**src/rtl/vga_pkg.sv**
```systemverilog
// Shared timing constants, framebuffer geometry and pixel type for the VGA framebuffer path.
package vga_pkg;

  localparam int unsigned ACTIVE_HORI = 640;
  localparam int unsigned H_TOTAL     = 800;
  localparam int unsigned ACTIVE_VERT = 480;
  localparam int unsigned V_TOTAL     = 525;
  localparam int unsigned SCALE_SHIFT = 2;
  localparam int unsigned FB_WIDTH    = ACTIVE_HORI >> SCALE_SHIFT;
  localparam int unsigned FB_HEIGHT   = ACTIVE_VERT >> SCALE_SHIFT;
  localparam int unsigned FB_DEPTH    = FB_WIDTH * FB_HEIGHT;
  localparam int unsigned ADDR_W      = 15;
  localparam int unsigned CNT_W       = 10;
  localparam int unsigned RGB_W       = 12;

  typedef logic [RGB_W-1:0] rgb444_t;

endpackage

```
**src/rtl/vga_fb_addr_gen.sv**
```systemverilog
// Predicts the pixel shown at the next enable and maps it to its framebuffer address.
module vga_fb_addr_gen
  import vga_pkg::*;
(
  input  logic [CNT_W-1:0]  h_count,
  input  logic [CNT_W-1:0]  v_count,
  output logic              active,
  output logic [ADDR_W-1:0] fb_addr
);

  localparam logic [CNT_W-1:0] H_LAST = CNT_W'(H_TOTAL - 1);
  localparam logic [CNT_W-1:0] V_LAST = CNT_W'(V_TOTAL - 1);
  localparam logic [CNT_W-1:0] H_TOT  = CNT_W'(H_TOTAL);
  localparam logic [CNT_W-1:0] V_TOT  = CNT_W'(V_TOTAL);
  localparam logic [CNT_W-1:0] H_ACT  = CNT_W'(ACTIVE_HORI);
  localparam logic [CNT_W-1:0] V_ACT  = CNT_W'(ACTIVE_VERT);

  logic [CNT_W-1:0] nh;
  logic [CNT_W-1:0] nv;
  logic             in_range;

  // Next-pixel coordinates; out-of-range counts never produce a read even if +1 would wrap.
  always_comb begin
    in_range = (h_count < H_TOT) && (v_count < V_TOT);
    if (h_count == H_LAST) begin
      nh = '0;
      nv = (v_count == V_LAST) ? '0 : v_count + 1'b1;
    end else begin
      nh = h_count + 1'b1;
      nv = v_count;
    end
    active  = in_range && (nh < H_ACT) && (nv < V_ACT);
    fb_addr = ADDR_W'(nv >> SCALE_SHIFT) * ADDR_W'(FB_WIDTH) + ADDR_W'(nh >> SCALE_SHIFT);
  end

endmodule

```
**src/rtl/vga_fb_arbiter.sv**
```systemverilog
// Single-port framebuffer arbiter: display reads take priority, UART writes fill the rest.
module vga_fb_arbiter
  import vga_pkg::*;
(
  input  logic              clk,
  input  logic              reset,
  input  logic              enable,
  input  logic [CNT_W-1:0]  h_count,
  input  logic [CNT_W-1:0]  v_count,
  input  logic              wr_valid,
  input  logic              wr_sof,
  input  rgb444_t           wr_data,
  output logic              wr_ready,
  output logic              frame_done,
  output logic [ADDR_W-1:0] mem_addr,
  output logic              mem_we,
  output rgb444_t           mem_wdata,
  input  rgb444_t           mem_rdata,
  output rgb444_t           rgb_colour
);

  localparam logic [ADDR_W-1:0] FB_LAST = ADDR_W'(FB_DEPTH - 1);

  logic              fb_active;
  logic [ADDR_W-1:0] fb_addr;
  logic              need_rd;
  logic              wr_fire;
  logic [ADDR_W-1:0] used_addr;

  logic [ADDR_W-1:0] wr_ptr_q, wr_ptr_d;
  logic              rd_pending_q, rd_pending_d;
  rgb444_t           rgb_q, rgb_d;
  logic              frame_done_q, frame_done_d;

  vga_fb_addr_gen u_addr_gen (
    .h_count (h_count),
    .v_count (v_count),
    .active  (fb_active),
    .fb_addr (fb_addr)
  );

  // RAM port arbitration, write-pointer sequencing and pixel capture.
  always_comb begin
    need_rd      = enable & fb_active;
    wr_ready     = ~reset & ~need_rd;
    wr_fire      = wr_valid & wr_ready;
    used_addr    = wr_sof ? '0 : wr_ptr_q;
    mem_we       = 1'b0;
    mem_wdata    = wr_data;
    mem_addr     = wr_ptr_q;
    wr_ptr_d     = wr_ptr_q;
    frame_done_d = 1'b0;
    rd_pending_d = need_rd;
    rgb_d        = rgb_q;

    if (need_rd) begin
      mem_addr = fb_addr;
    end else if (wr_fire) begin
      mem_we       = 1'b1;
      mem_addr     = used_addr;
      wr_ptr_d     = (used_addr == FB_LAST) ? '0 : used_addr + 1'b1;
      frame_done_d = (used_addr == FB_LAST);
    end

    if (rd_pending_q) begin
      rgb_d = mem_rdata;
    end else if (enable && !need_rd) begin
      rgb_d = '0;
    end
  end

  // State registers with synchronous reset.
  always_ff @(posedge clk) begin
    if (reset) begin
      wr_ptr_q     <= '0;
      rd_pending_q <= 1'b0;
      rgb_q        <= '0;
      frame_done_q <= 1'b0;
    end else begin
      wr_ptr_q     <= wr_ptr_d;
      rd_pending_q <= rd_pending_d;
      rgb_q        <= rgb_d;
      frame_done_q <= frame_done_d;
    end
  end

  assign rgb_colour = rgb_q;
  assign frame_done = frame_done_q;

endmodule
```
**config.mk**
```make
export PLATFORM = sky130hd
export DESIGN_NAME = vga_fb_arbiter
export DESIGN_NICKNAME = d
export VERILOG_FILES = /design/src/rtl/vga_pkg.sv /design/src/rtl/vga_fb_addr_gen.sv /design/src/rtl/vga_fb_arbiter.sv
export SDC_FILE = /design/constraint.sdc
export NUM_CORES = 1
export LEC_CHECK = 0
export BUFFER_PORTS_ARGS = -buffer_cell sky130_fd_sc_hd__buf_2
export CAP_MARGIN = 40
export CORE_UTILIZATION = 30
export DETAILED_ROUTE_END_ITERATION = 8
export GPL_TIMING_DRIVEN = 0
export SKIP_CTS_REPAIR_TIMING = 1
export SLEW_MARGIN = 0
export SYNTH_ARGS = -nofsm -noshare
export SYNTH_HDL_FRONTEND = slang
export SYNTH_SLANG_ARGS = --single-unit
```
**constraint.sdc**
```tcl
create_clock -name clk -period 8.37 [get_ports clk]
set_input_delay 1.2555 -clock clk [delete_from_list [all_inputs] [get_ports clk]]
set_output_delay 1.2555 -clock clk [all_outputs]
set_load 0.01 [all_outputs]
```
### Word level (Yosys, flattened, before mapping)

Index checks and enable logic that the tools add are counted.

* divide/modulo/power cells: 0
* multipliers: 1
* bitwise gates (word level): 6
* magnitude comparators: 4
* reductions and logical operators: 8
* $add $sub $neg: 4
* shift-type cells: 0
* equality and inequality tests: 3
* multiplexer cells: 11

Operators by type and width (number)
* $mux W15: 4
* $lt A10 B10 Y1 const B: 3
* $mux W10: 3
* $mux W12: 2
* $add A10 B1 Y10 const B: 2
* $eq A10 B10 Y1 const B: 2
* $add A15 B1 Y15 const B: 1
* $add A15 B8 Y15: 1
* $eq A15 B15 Y1 const B: 1
* $lt A10 B9 Y1 const B: 1
* $mul A8 B3 Y10 const B: 1
* $logic_and A1 B1 Y1: 4
* $and A1 B1 Y1: 3
* $not A1 Y1: 3
* $reduce_or A3 Y1: 1
* $mux W1: 2
* $reduce_and A2 Y1: 1
* $reduce_bool A2 Y1: 1
* $logic_not A1 Y1: 1

* word-level logic and storage cells: 41
* latch bits: 0
* register bits after elaboration: 29
* memories kept: 0
* ROM bits: 0
* memory bits (writable): 0
* input bits: 49

### Logic depth before layout (Yosys ltp)

* depth after elaboration: 11
* mapped depth: 16

### Hierarchy

A second synthesis with hierarchy kept.

* cell total of the unflattened synthesis: 329
* area total of the unflattened synthesis: 2597.5 sq um

By module, submodules not included
* vga_fb_arbiter: times used 1, sequential area each 580.6 sq um, area an instance 1647.8 sq um, cells each 202
* vga_fb_addr_gen: times used 1, sequential area each 0.0 sq um, area an instance 949.7 sq um, cells each 127

### Least setup slack after synthesis

No wires, ideal clock.

* path type: input-to-output
* start: input h_count[6]
* end: output mem_addr[14]
* stages: 14
* path slack: 2484 ps
* arrival time: 4631 ps
* path through: buf_2 > nor3_1 > and4_1 > buf_2 > nand4_1 > o21ai_0 > ha_1 > ha_1 > inv_1 > fa_1 > nor3b_1 > nand3_1 > o311a_1 > o31ai_1

* cells in the longest elaborated chain, start to end: 11
* elaborated cells between the ends (all ways): 18
* classes of those cells: 2 x add/sub; 1 x mul; 3 x order compare; 1 x eq/ne; 4 x mux; 4 x bitwise; 3 x reduce/logical

Ends and longest elaborated chain
* start, declared: RTL line vga_fb_arbiter.sv:8 `input logic [CNT_W-1:0] h_count,`
* branches (longest 10 deep; another with $add A15 B8 Y15)
* $mux W15 (*): RTL line vga_fb_arbiter.sv:56 `if (need_rd) begin`
* end, declared: RTL line vga_fb_arbiter.sv:15 `output logic [ADDR_W-1:0] mem_addr,`

Every way passes the cells marked *.

### Worst setup path after layout

* start: input h_count[2]
* end: output mem_addr[14]

Same word-level chain as after synthesis.

==> results by group <==
Die
  • Std-Cell Rows: 34
  • Die X: 96.4 µm
  • Core Area: 0.00868 mm²
  • # IOs: 91
  • Die Span Y: 96.4 µm
  • Starting Density: 0.308
  • Die Footprint: 0.00929 mm²

Synth
  • Post-Synth XOR/XNOR Area: 0.0590
  • Post-synthesis simple-gate area fraction: 0.291
  • Mapped cell area: 0.00267 mm²
  • Ys async rst share: 0
  • Mean cell area of the mapped netlist: 7.55 µm²
  • Synth Area in Compound Gates: 0.247
  • Main combinational cell family by area after synthesis: simple AND/OR/NAND/NOR gates
  • Cells after Synth: 354
  • Synth warn: 0
  • Leading area contributor after synthesis: dfxtp_1
  • Post-Syn Nets: 421
  • Yosys top cell area share: 0.217
  • Synth cell types: 53
  • Leading register cell type out of synthesis: dfxtp_1
  • EDFF count, synth: 0
  • Sequential fraction of the synthesis area: 0.217
  • Flops & latches, synth: 29
  • Post-synthesis mux area share: 0.00749
  • Area contributors post-synth: dfxtp_1 (22%), o21ai_0 (8.0%), ha_1 (7.5%)
  • Adder-cell share of the synthesized area: 0.0898

Routing
  • Via count: 2918
  • DRC Markers: 0
  • DRC marker count from the first detailed-route iteration: 120
  • WL/cell: 13.5 µm
  • Antenna viol nets, final: 0
  • Routed vias/inst: 5.36
  • Detailed Routing Iterations Pass 1: 4
  • Drt total wl: 7360 µm

Min path
  • Hold WC Path Type: register to register
  • Hold depth: 1
  • Worst hold start: rgb_colour[10]
  • Worst Hold Path EP: rgb_colour[10]

Placed design
  • IO buf count: 74
  • Post-DP HPWL: 5830 µm
  • GPL Wtd Cong: 0.925

CTS
  • H-tree levels: 2
  • Clk slew on worst S/H paths: 0.07 ns
  • CTS tree: built
  • Clock latency on the worst-skew pair: 0.28 ns
  • CTS Sinks: 29
  • Worst-case clock buffer depth: 2
  • Clk root buf: clkbuf_8
  • Num CTS Buffers: 5

Critical path
  • Critical-path cell list: buf_2 > and4_1 > clkbuf_1 > and4_1 > buf_2 > nand4_1 > o21ai_0 > ha_1 > ha_1 > inv_1 > fa_1 > nor3b_1 > nand3_1 > a2111oi_0 > o31ai_1 > buf_2
  • Critical Path Most Common Cell: buf_2
  • Worst reg-to-reg setup slack: 5.58 ns
  • CP Max Fanout: 9
  • CP Launch Type: input pin
  • CP endpoint kind: output pin
  • CP max stage cell: o21ai_0
  • WP data arrival: 5.23 ns
  • CP peak stage delay: 0.49 ns
  • WS Path Type: input pin to output pin
  • R2R Path Start: wr_ptr_q[0]
  • RR Endpoint: wr_ptr_q[9]
  • Reg2reg path depth: 9
  • Req. time, crit path: 7.11 ns

Power and ir drop
  • Sw Share: 0.331
  • Power Total: 0.368 mW
  • Power share of the combinational group: 0.306
  • PwrDens: 113 mW/mm²
  • Sequential Power Share: 0.384
  • Internal Dissipation: 0.246 mW
  • P_sw: 0.122 mW
  • Maximum VDD drop: 0.0460 mV
  • Static Leakage: 1.36 nW
  • Clk pwr share: 0.310

STA
  • Slew headroom: 0.451
  • Max Clock Skew: 0.00661 ns
  • Minimum clock period: 6.49 ns
  • Fmax: 154 MHz
  • Fin. Hold Viols: 0
  • RSZ-0062 raised after global routing: no
  • Setup_tns: 0 ns
  • Final period utilization: 0.775
  • Final setup fails: 0
  • Final Slew Violations: 0
  • Slew at the pin closest to its max-slew limit: 0.814 ns

Global routing
  • Total track usage: 0.158
  • Pin count of the biggest net entering global routing: 11
  • Vias in the first global route: 2448
  • Antenna violations before repair: 0
  • Global route overflow: 0
  • First-pass GRT wire length: 11500 µm

Layout
  • N_diodes: 0
  • Fraction of layout cells with a size suffix above 1: 0.239
  • Nets: 502
  • Synthesis-to-finish area growth: 22.1%

Run status
  • Status: completed

Flow run
  • Max-cap viol count: 0
metrics by stage:
stage | area [µm²] | hold slack (ns) | instances | util | setup slack [ns]
2_1_floorplan | 2670 | 0.471 | 354 | - | 2.48
3_3_place_gp | 3180 | 0.456 | 536 | 0.366 | 1.89
3_5_place_dp | 3180 | 0.458 | 536 | 0.366 | 1.90
4_1_cts | 3270 | 0.479 | 544 | 0.376 | 1.88
5_1_grt | 3270 | 0.493 | 544 | 0.376 | 1.43
6_report | 3270 | 0.471 | 544 | 0.376 | 1.88
how the worst max path moves through the flow:
stage                    start            to  slack, ns  depth (start not counted)
floorplan           h_count[6]  mem_addr[14]       2.48                         14
global placement    h_count[2]  mem_addr[14]       1.89                         16
detailed placement  h_count[2]  mem_addr[14]       1.90                         16
CTS                 h_count[2]  mem_addr[14]       1.88                         16
global route        v_count[1]  mem_addr[14]       1.43                         17
finish              h_count[2]  mem_addr[14]       1.88                         16
synthesized netlist by cell type, drive strengths merged (4+ instances only):
cell	instances
a21o	4
a21oi	8
a22o	12
a31oi	9
and3	4
buf	17
clkbuf	15
dfxtp	29
ha	16
inv	16
nand2	21
nand3	29
nand3b	5
nand4	11
nor2	19
nor2b	15
nor3	8
nor3b	4
nor4	4
o21ai	43
xnor2	13
xor2	5
logic make-up (layout without fill, tap and decap cells):
logic type | count (synthesis) | count (layout)
buf+inv | 48 | 130
simple gates | 139 | 139
mux | 2 | 2
compound gates | 100 | 100
xor+xnor | 18 | 18
fa+ha+maj | 18 | 18
flops | 29 | 29
power groups by stage:
stage               logic [mW]  clock network (mW)  registers [mW]
detailed placement       0.112                   0           0.144
global route             0.126               0.125           0.142
finish                   0.113               0.114           0.141
global placement         0.111                   0           0.144
floorplan               0.0762                   0           0.145
CTS                      0.113               0.118           0.141
flip-flops by register name, summed over array words and instances, names as in the netlist:
signal        cells
frame_done        1
rgb_colour       12
wr_ptr_q         15
rd_pending_q      1
metal layers:
metal  track usage  share of wire  up-vias
li1              -              -     1466
met1         0.198           0.44     1354
met2         0.278           0.49       90
met3        0.0188          0.050        8
met4        0.0564          0.016        0
met5             0              0        -
placed cells by master, fill, tap and decap left out, types with 4 or more instances in the layout:
| cell | synthesis | routed |
|---|---|---|
| nand3_1 | 29 | 29 |
| a21oi_1 | 8 | 8 |
| nor3_1 | 8 | 8 |
| xor2_1 | 5 | 5 |
| nor2_1 | 19 | 19 |
| buf_4 | 12 | 12 |
| buf_2 | 4 | 78 |
| clkbuf_8 | 0 | 5 |
| nor3b_1 | 4 | 4 |
| o21ai_0 | 43 | 43 |
| ha_1 | 16 | 16 |
| nand3b_1 | 5 | 5 |
| clkbuf_1 | 15 | 15 |
| inv_1 | 16 | 16 |
| nand4_1 | 11 | 11 |
| nor2b_1 | 15 | 15 |
| a21o_1 | 4 | 4 |
| and3_1 | 4 | 4 |
| a31oi_1 | 9 | 9 |
| dfxtp_1 | 29 | 29 |
| xnor2_1 | 13 | 13 |
| a22o_1 | 12 | 12 |
| nand2_1 | 21 | 21 |
layout make-up:
cell class	instances	area [µm²]
plain buffers	32	178
repair buffers	74	370
flip-flops and latches	29	581
clock buffers	5	68.8
multi-input cells	277	1860
clock inverters	3	17.5
inverters	16	60.1
fillers	947	5410
well taps	108	135
critical path, delay by kind of cell:
family	cells	cell delay (ns)
compound gates	3	1.09
fa+ha+maj	3	1.03
buf+inv	5	0.79
simple gates	5	1.07
No activity file was read; power rests on OpenSTA's default activity.
